`src/rtl/key_press_pkg.sv`:
```
// Shared types and defaults for the two-player key press front end.
package key_press_pkg;

   localparam int DEBOUNCE_CYCLES_DEF = 500000;

   typedef enum logic [2:0] {
      IDLE,
      PRESS_WAIT,
      PRESSED,
      HELD,
      RELEASE_WAIT
   } key_state_e;

endpackage

```
`src/rtl/key_debounce_channel.sv`:
```
// One push-button channel: 2-FF synchroniser, debounce counter and press tracker
// that emits a single-cycle pulse per accepted press.
module key_debounce_channel
   import key_press_pkg::*;
#(
   parameter int DEBOUNCE_CYCLES = DEBOUNCE_CYCLES_DEF,
   localparam int CNT_W = $clog2(DEBOUNCE_CYCLES + 1)
) (
   input  logic clk,
   input  logic reset,
   input  logic key_n,
   input  logic enable,
   output logic pulse
);

   localparam logic [CNT_W-1:0] CNT_MAX = CNT_W'(DEBOUNCE_CYCLES);

   logic             s1_q, s1_d;
   logic             s2_q, s2_d;
   logic             pressed;
   key_state_e       state_q, state_d;
   logic [CNT_W-1:0] cnt_q, cnt_d;

   assign s1_d    = key_n;
   assign s2_d    = s1_q;
   assign pressed = ~s2_q;

   always_comb begin
      state_d = state_q;
      cnt_d   = cnt_q;
      unique case (state_q)
         IDLE: begin
            if (pressed) begin
               state_d = PRESS_WAIT;
               cnt_d   = CNT_W'(1);
            end
         end
         PRESS_WAIT: begin
            if (!pressed) begin
               state_d = IDLE;
            end else if (cnt_q == CNT_MAX) begin
               state_d = PRESSED;
            end else begin
               cnt_d = cnt_q + CNT_W'(1);
            end
         end
         PRESSED: begin
            state_d = HELD;
         end
         HELD: begin
            if (!pressed) begin
               state_d = RELEASE_WAIT;
               cnt_d   = CNT_W'(1);
            end
         end
         RELEASE_WAIT: begin
            // A bounce back to pressed returns to HELD so it cannot re-trigger.
            if (pressed) begin
               state_d = HELD;
            end else if (cnt_q == CNT_MAX) begin
               state_d = IDLE;
            end else begin
               cnt_d = cnt_q + CNT_W'(1);
            end
         end
         default: begin
            state_d = HELD;
            cnt_d   = '0;
         end
      endcase
   end

   // Resetting into HELD forces a key held through reset to be released first.
   always_ff @(posedge clk) begin
      if (!reset) begin
         s1_q    <= 1'b1;
         s2_q    <= 1'b1;
         state_q <= HELD;
         cnt_q   <= '0;
      end else begin
         s1_q    <= s1_d;
         s2_q    <= s2_d;
         state_q <= state_d;
         cnt_q   <= cnt_d;
      end
   end

   assign pulse = (state_q == PRESSED) & enable;

endmodule

```
`src/rtl/key_press_pulser.sv`:
```
// Player-input front end: two independent debounced channels producing
// one-cycle L/R press pulses for the tug-of-war playfield.
module key_press_pulser
   import key_press_pkg::*;
#(
   parameter int DEBOUNCE_CYCLES = DEBOUNCE_CYCLES_DEF
) (
   input  logic clk,
   input  logic reset,
   input  logic key_l_n,
   input  logic key_r_n,
   input  logic enable,
   output logic L,
   output logic R
);

   key_debounce_channel #(
      .DEBOUNCE_CYCLES(DEBOUNCE_CYCLES)
   ) u_left (
      .clk   (clk),
      .reset (reset),
      .key_n (key_l_n),
      .enable(enable),
      .pulse (L)
   );

   key_debounce_channel #(
      .DEBOUNCE_CYCLES(DEBOUNCE_CYCLES)
   ) u_right (
      .clk   (clk),
      .reset (reset),
      .key_n (key_r_n),
      .enable(enable),
      .pulse (R)
   );

endmodule

```
`config.mk`:
```
export PLATFORM = sky130hd
export DESIGN_NAME = key_press_pulser
export DESIGN_NICKNAME = d
export VERILOG_FILES = /design/src/rtl/key_press_pkg.sv /design/src/rtl/key_debounce_channel.sv /design/src/rtl/key_press_pulser.sv
export SDC_FILE = /design/constraint.sdc
export NUM_CORES = 1
export LEC_CHECK = 0
export CAP_MARGIN = 10
export CORE_MARGIN = 5
export CORE_UTILIZATION = 56
export CTS_BUF_LIST = sky130_fd_sc_hd__clkbuf_4
export DETAILED_ROUTE_END_ITERATION = 8
export GPL_TIMING_DRIVEN = 0
export PLACE_DENSITY_LB_ADDON = 0.1
export SYNTH_ARGS = -nofsm -noshare
export SYNTH_HDL_FRONTEND = slang
export SYNTH_SLANG_ARGS = --single-unit
export TNS_END_PERCENT = 1
```
`constraint.sdc`:
```
create_clock -name clk -period 2.2 [get_ports clk]
set_input_delay 0.44 -clock clk [delete_from_list [all_inputs] [get_ports clk]]
set_output_delay 0.44 -clock clk [all_outputs]
set_load 0.01 [all_outputs]
```
==> impl_metrics.yaml, run 1 <==
yosys:
  ys_warn_count: 0
  ys_ff_latch: 48
  yosys-top-cells-area: "dfxtp_1, a21oi_1, nand2_1"
  ys_top_cells_by_count: "dfxtp_1, nand2_1, nor2_1, a21oi_1, nand3_1"
  syn_nets: 376
  synthFlopType: "dfxtp_1"
  synth_top_area_frac: 0.3238
  synthCells: 367
  synth_cell_types: 70
  synth.most_common_cell: "dfxtp_1"
  yosys.area.top_type: "dfxtp_1"
  syn_avg_cell_area_sq_um: 8.087
  ys_async_sr_fraction: 0
  synth_seq_area_share: 0.3238
  synth_area_sq_um: 2968
  synth_edf_count: 0
routing:
  drtPass1Iterations: 5
  via_count: 2831
  post_drt_wl_per_cell_um: 16.24
  vias_per_cell: 6.291
  ant_nets: 0
  routed_wl_um: 7310
  first_iter_violations: 178
  drc: 0
run:
  cap_viol_max_count: 0
place:
  gp_congestion: 0.9250
  dp_hpwl_um: 5066
  placedInstanceArea_sq_um: 3105
  dp_slack_ps: -35.29
  port_buffers: 5
layout:
  drive_gt1_frac: 0.1184
  nNetsFinal: 388
  diodes: 0
  num-fill-cells: 454
  stdcell_area_sq_um: 3187
  area_delta_synth_final_pct: 7.378
power_and_ir_drop:
  seq_power_share: 0.440
  vdd_drop_max_v: 0.0004639
  switching_share: 0.3493
  p_sw_mw: 0.7489
  pwr-share-comb: 0.308
  internal-power_mw: 1.395
  p_clk_frac: 0.252
  pwr_density_cell_nw_per_um2: 672.7
  p_leak_nw: 1.039
sta:
  report.final.hold_viol_count: 0
  max_slew_margin: 0.5163
  post-route-min-period_ps: 2067
  layout_setup_ws_ps: 133.4
  worst_slew_pin_slew_ps: 720.7
  finalClockSkew_ps: 13.93
  max_freq_mhz: 483.9
  setup_viol: 0
  rsz0062_at_grt: "false"
  finalMaxSlewViolations: 0
  period_share: 0.9394
floorplanning:
  die_w_um: 82.80
  rows: 26
  dieHeight_um: 82.80
  die_area_sq_um: 6856
  start_util: 0.5774
  ios: 7
  core_sq_um: 5140
grt:
  grt_pass1_wl_um: 12600
  antenna_found_initial: 0
  overflow: 0
  grt_max_degree: 15
  grt_util_all_layers: 0.2157
  grt_pass1_vias: 2764
setup_path:
  cp_data_required_time_ps: 1760
  worstSetupPathType: "flip-flop to primary output"
  cp-start-kind: "flip-flop"
  arrival_ps: 1630
  endpoint_kind: "primary output"
  crit_fanout: 10
clock_tree:
  cts_buffers: 5
  cts_tree: "built"
  path_clk_slew_ps: 150
  h-tree-depth: 2
  root_buffer: "clkbuf_4"
  cts_buffer_depth: 2
  cts.sinks: 48
  clock_latency_ps: 390
run_status:
  status: "completed"
hold_path:
  hp-class: "input port to flip-flop"
routing by layer:
metal,share of wire,vias to the layer above,track usage
met3,0.047,13,0.03267
met1,0.46,1333,0.2644
met2,0.47,76,0.3630
met5,0,-,0
met4,0.020,0,0.1129
li1,-,1409,-
what timing repair did:
action / in CTS / in global routing
gates resized for setup: 4 / 1
setup buffers: 0 / 0
pin swaps: 0 / 0
hold buffers: 0 / 0
endpoints found under the setup margin: 2 / 1
placed cells by master, fill, tap and decap left out, drive strengths merged, types with 4 or more instances in the layout:
cell type,instances
nand2,29
nand3,19
nor4,4
nand3b,5
nor3,17
a31oi,5
nor2b,5
o22ai,9
nor2,25
o221a,5
inv,15
clkbuf,18
buf,14
or4,8
dfxtp,48
a21o,4
nor4b,4
nand2b,9
o21ai,19
a41oi,4
a21oi,23
o311ai,7
mux2i,4
a22oi,5
o31ai,7
nand4,9
ha,4
stage by stage:
stage	power [mW]	utilization	std cells	hold WS [ps]	setup TNS, ps
finish	2.144	0.6200	450	397.7	0
detailed placement	1.610	0.6042	442	392.1	-89.33
floorplan	1.453	-	367	386.3	0
global route	2.266	0.6200	450	401.6	0
global placement	1.597	0.6042	442	389.2	-30.15
CTS	2.147	0.6195	450	400.2	0
state kept, by name, summed over array words and instances (netlist names):
name,cells
u_right.s2_q,1
u_right.cnt_q,19
u_left.state_q,3
u_left.cnt_q,19
u_right.state_q,3
u_right.s1_q,1
u_left.s1_q,1
u_left.s2_q,1
area by class of cell:
type | count | area [sq um] | share of cell area
clock inverters | 3 | 37.54 | 0.01178
flip-flops and latches | 48 | 962.2 | 0.3019
inverters | 15 | 56.30 | 0.01767
clock buffers | 5 | 37.54 | 0.01178
repair buffers | 5 | 51.30 | 0.01610
well taps | 70 | 87.58 | 0.02748
multi-input cells | 277 | 1814 | 0.5693
plain buffers | 27 | 140.1 | 0.04397
cells by family after synthesis:
kind of cell,share of synthesized area
AO/OA/AOI/OAI,0.2631
XOR/XNOR,0.005903
adder cells (fa/ha/maj),0.01686
buffers and inverters,0.06492
flip-flops,0.3238
multiplexers,0.01729
AND/OR/NAND/NOR,0.3082
worst max-delay path, cell delays in order (launching register included):
cell	delay, ps
dfxtp_1	330
buf_2	220
inv_1	160
nor4b_1	240
dlygate4sd2_1	300
final timing paths:
path / start / end / slack, ps / depth (start not counted)
max: u_right.state_q[1] / R / 130 / 4
min: reset / u_left.s1_q / 400 / 2
max reg2reg: u_left.cnt_q[0] / u_left.cnt_q[11] / 150 / 8
min reg2reg: u_left.s1_q / u_left.s2_q / 430 / 1
power groups by stage:
stage / Combinational [mW] / Sequential [mW] / Clock (mW)
floorplan: 0.502 / 0.951 / 0
global placement: 0.639 / 0.959 / 0
detailed placement: 0.651 / 0.960 / 0
CTS: 0.657 / 0.942 / 0.548
global route: 0.729 / 0.948 / 0.588
finish: 0.660 / 0.942 / 0.541
No activity file was read; power rests on OpenSTA's default activity.
==> inputs of run 2 (changes only) <==
--- a/config.mk
+++ b/config.mk
@@ -6,8 +6,10 @@
 export NUM_CORES = 1
 export LEC_CHECK = 0
 export CAP_MARGIN = 10
+export CELL_PAD_IN_SITES_DETAIL_PLACEMENT = 1
+export CELL_PAD_IN_SITES_GLOBAL_PLACEMENT = 1
 export CORE_MARGIN = 5
-export CORE_UTILIZATION = 56
+export CORE_UTILIZATION = 49
 export CTS_BUF_LIST = sky130_fd_sc_hd__clkbuf_4
 export DETAILED_ROUTE_END_ITERATION = 8
 export GPL_TIMING_DRIVEN = 0
==> constraint.sdc (replaced) <==
create_clock -name clk -period 2.01 [get_ports clk]
set_input_delay 0.402 -clock clk [delete_from_list [all_inputs] [get_ports clk]]
set_output_delay 0.402 -clock clk [all_outputs]
set_load 0.01 [all_outputs]
==> run 2 against run 1 <==
Compared with the run above:
- design area increased by 3.6%
- hold slack lost 17 ps
- critical path depth up 2
- sequential cell count unchanged
- largest cell class unchanged
==> impl_metrics.yaml, run 2 (same netlist as run 1, synthesis figures left out) <==
floorplanning:
  die_area_sq_um: 7713
  dieHeight_um: 87.83
  rows: 28
  ios: 7
  core_sq_um: 5921
  start_util: 0.5013
  die_w_um: 87.83
sta:
  finalClockSkew_ps: 13.60
  post-route-min-period_ps: 2004
  rsz0062_at_grt: "true"
  finalMaxSlewViolations: 0
  max_freq_mhz: 498.9
  setup_viol: 0
  layout_setup_ws_ps: 5.594
  tns_ps: 0
  report.final.hold_viol_count: 0
  worst_slew_pin_slew_ps: 680.1
  max_slew_margin: 0.5466
  period_share: 0.9972
layout:
  diodes: 0
  num-fill-cells: 759
  final_common_cell: "dfxtp_1"
  drive_gt1_frac: 0.1737
  largest_registers: "u_left.cnt_q (19), u_right.cnt_q (19)"
  final_cell_mix: "dfxtp_1, nand2_1, nor2_1"
  final_util: 0.5577
  nNetsFinal: 388
  area_delta_synth_final_pct: 11.26
clock_tree:
  cts_tree: "built"
  cts_buffers: 5
  cts.sinks: 48
  postCtsHoldBufs: 0
  clock_latency_ps: 370
  root_buffer: "clkbuf_4"
  h-tree-depth: 2
  path_clk_slew_ps: 150
  cts_buffer_depth: 2
setup_path:
  path_cells: "ha_1 -> nand4_1 -> nor3_1 -> a41oi_1 -> o311ai_0 -> o41ai_1"
  arrival_ps: 2260
  cp-start-kind: "flip-flop"
  path_buf_inv: 0
  worstSetupPathType: "flip-flop to flip-flop"
  slowest_stage: "dfxtp_1"
  cp_data_required_time_ps: 2270
  crit_fanout: 4
  critPathTopFamily: "compound AO/OA/AOI/OAI gates"
  cp_slowest_stage_delay_ps: 400
  endpoint_kind: "flip-flop"
routing:
  drtPass1Iterations: 4
  routed_wl_um: 8921
  vias_per_cell: 6.273
  post_drt_wl_per_cell_um: 19.61
  via_count: 2854
  ant_nets: 0
  first_iter_violations: 147
  drc: 0
grt:
  grt_max_degree: 14
  antenna_found_initial: 0
  overflow: 0
  grt_pass1_vias: 3029
  grt_util_all_layers: 0.2432
  grt_pass1_wl_um: 14930
run:
  cap_viol_max_count: 0
power_and_ir_drop:
  vdd_drop_max_v: 0.0005028
  p_leak_nw: 1.101
  pwr_density_cell_nw_per_um2: 703.2
place:
  dp_hpwl_um: 6285
  gp_congestion: 0.8247
  dp_slack_ps: -205.9
  port_buffers: 5
run_status:
  status: "completed"
hold_path:
  hp-class: "input port to flip-flop"
-- run 2: changes by cell type in the layout (fill, tap and decap cells not counted), moves of 3 or more --
cell	before	now
buf_2	9	2
buf_4	4	8
clkbuf_2	1	4
clkbuf_4	6	10
dfxtp_1	47	41
dfxtp_2	1	7
nand3_1	17	13
nand3_2	2	5
-- run 2: power by group --
group	switching, mW	internal, mW	leakage, nW
Sequential	0.0395	0.998	0.392
Clock	0.318	0.162	0.0338
Combinational	0.496	0.307	0.675
Total	0.854	1.47	1.10
-- run 2: cell type report --
cell class,instances,area (sq um),share of cell area
Buffer,27,163.9,0.04964
Clock buffer,7,52.55,0.01592
Clock inverter,1,3.754,0.001137
Inverter,15,56.30,0.01705
Multi-Input combinational cell,277,1918,0.5809
Sequential cell,48,969.7,0.2937
Tap cell,75,93.84,0.02842
Timing Repair Buffer,5,43.79,0.01326
-- run 2: timing repair --
item | 4_1_cts | 5_1_grt
buffers inserted | 0 | 0
resized for setup | 15 | 29
endpoints found under the setup margin | 12 | 36
pin swaps | 2 | 2
-- run 2: layer usage --
metal / share of wire / global-route usage
met4: 0.012 / 0.08089
met2: 0.51 / 0.4404
met1: 0.45 / 0.2965
met5: 0 / 0
met3: 0.020 / 0.02916
-- run 2: per-stage QoR --
| step | total power, mW | hold slack (ps) | cell area, sq um | cells |
|---|---|---|---|---|
| 2_1_floorplan | 1.591 | 386.3 | 2968 | 367 |
| 3_3_place_gp | 1.769 | 391.1 | 3112 | 447 |
| 3_5_place_dp | 1.801 | 412.0 | 3112 | 447 |
| 4_1_cts | 2.287 | 373.8 | 3212 | 455 |
| 5_1_grt | 2.465 | 392.6 | 3302 | 455 |
| 6_report | 2.322 | 380.6 | 3302 | 455 |
-- run 2: worst register-to-register path, delay by kind of cell (launching register included) --
kind            cells  cell delay [ps]
compound gates      3              660
fa+ha+maj           1              240
flops               1              400
simple gates        2              590
-- run 2: path summary, 6_finish.rpt --
kind / from / end / slack, ps / cells after the start
max: u_right.cnt_q[1] / u_right.cnt_q[18] / 6 / 6
min: reset / u_left.s1_q / 380 / 2
max reg2reg: u_right.cnt_q[1] / u_right.cnt_q[18] / 6 / 6
min reg2reg: u_left.s1_q / u_left.s2_q / 440 / 1
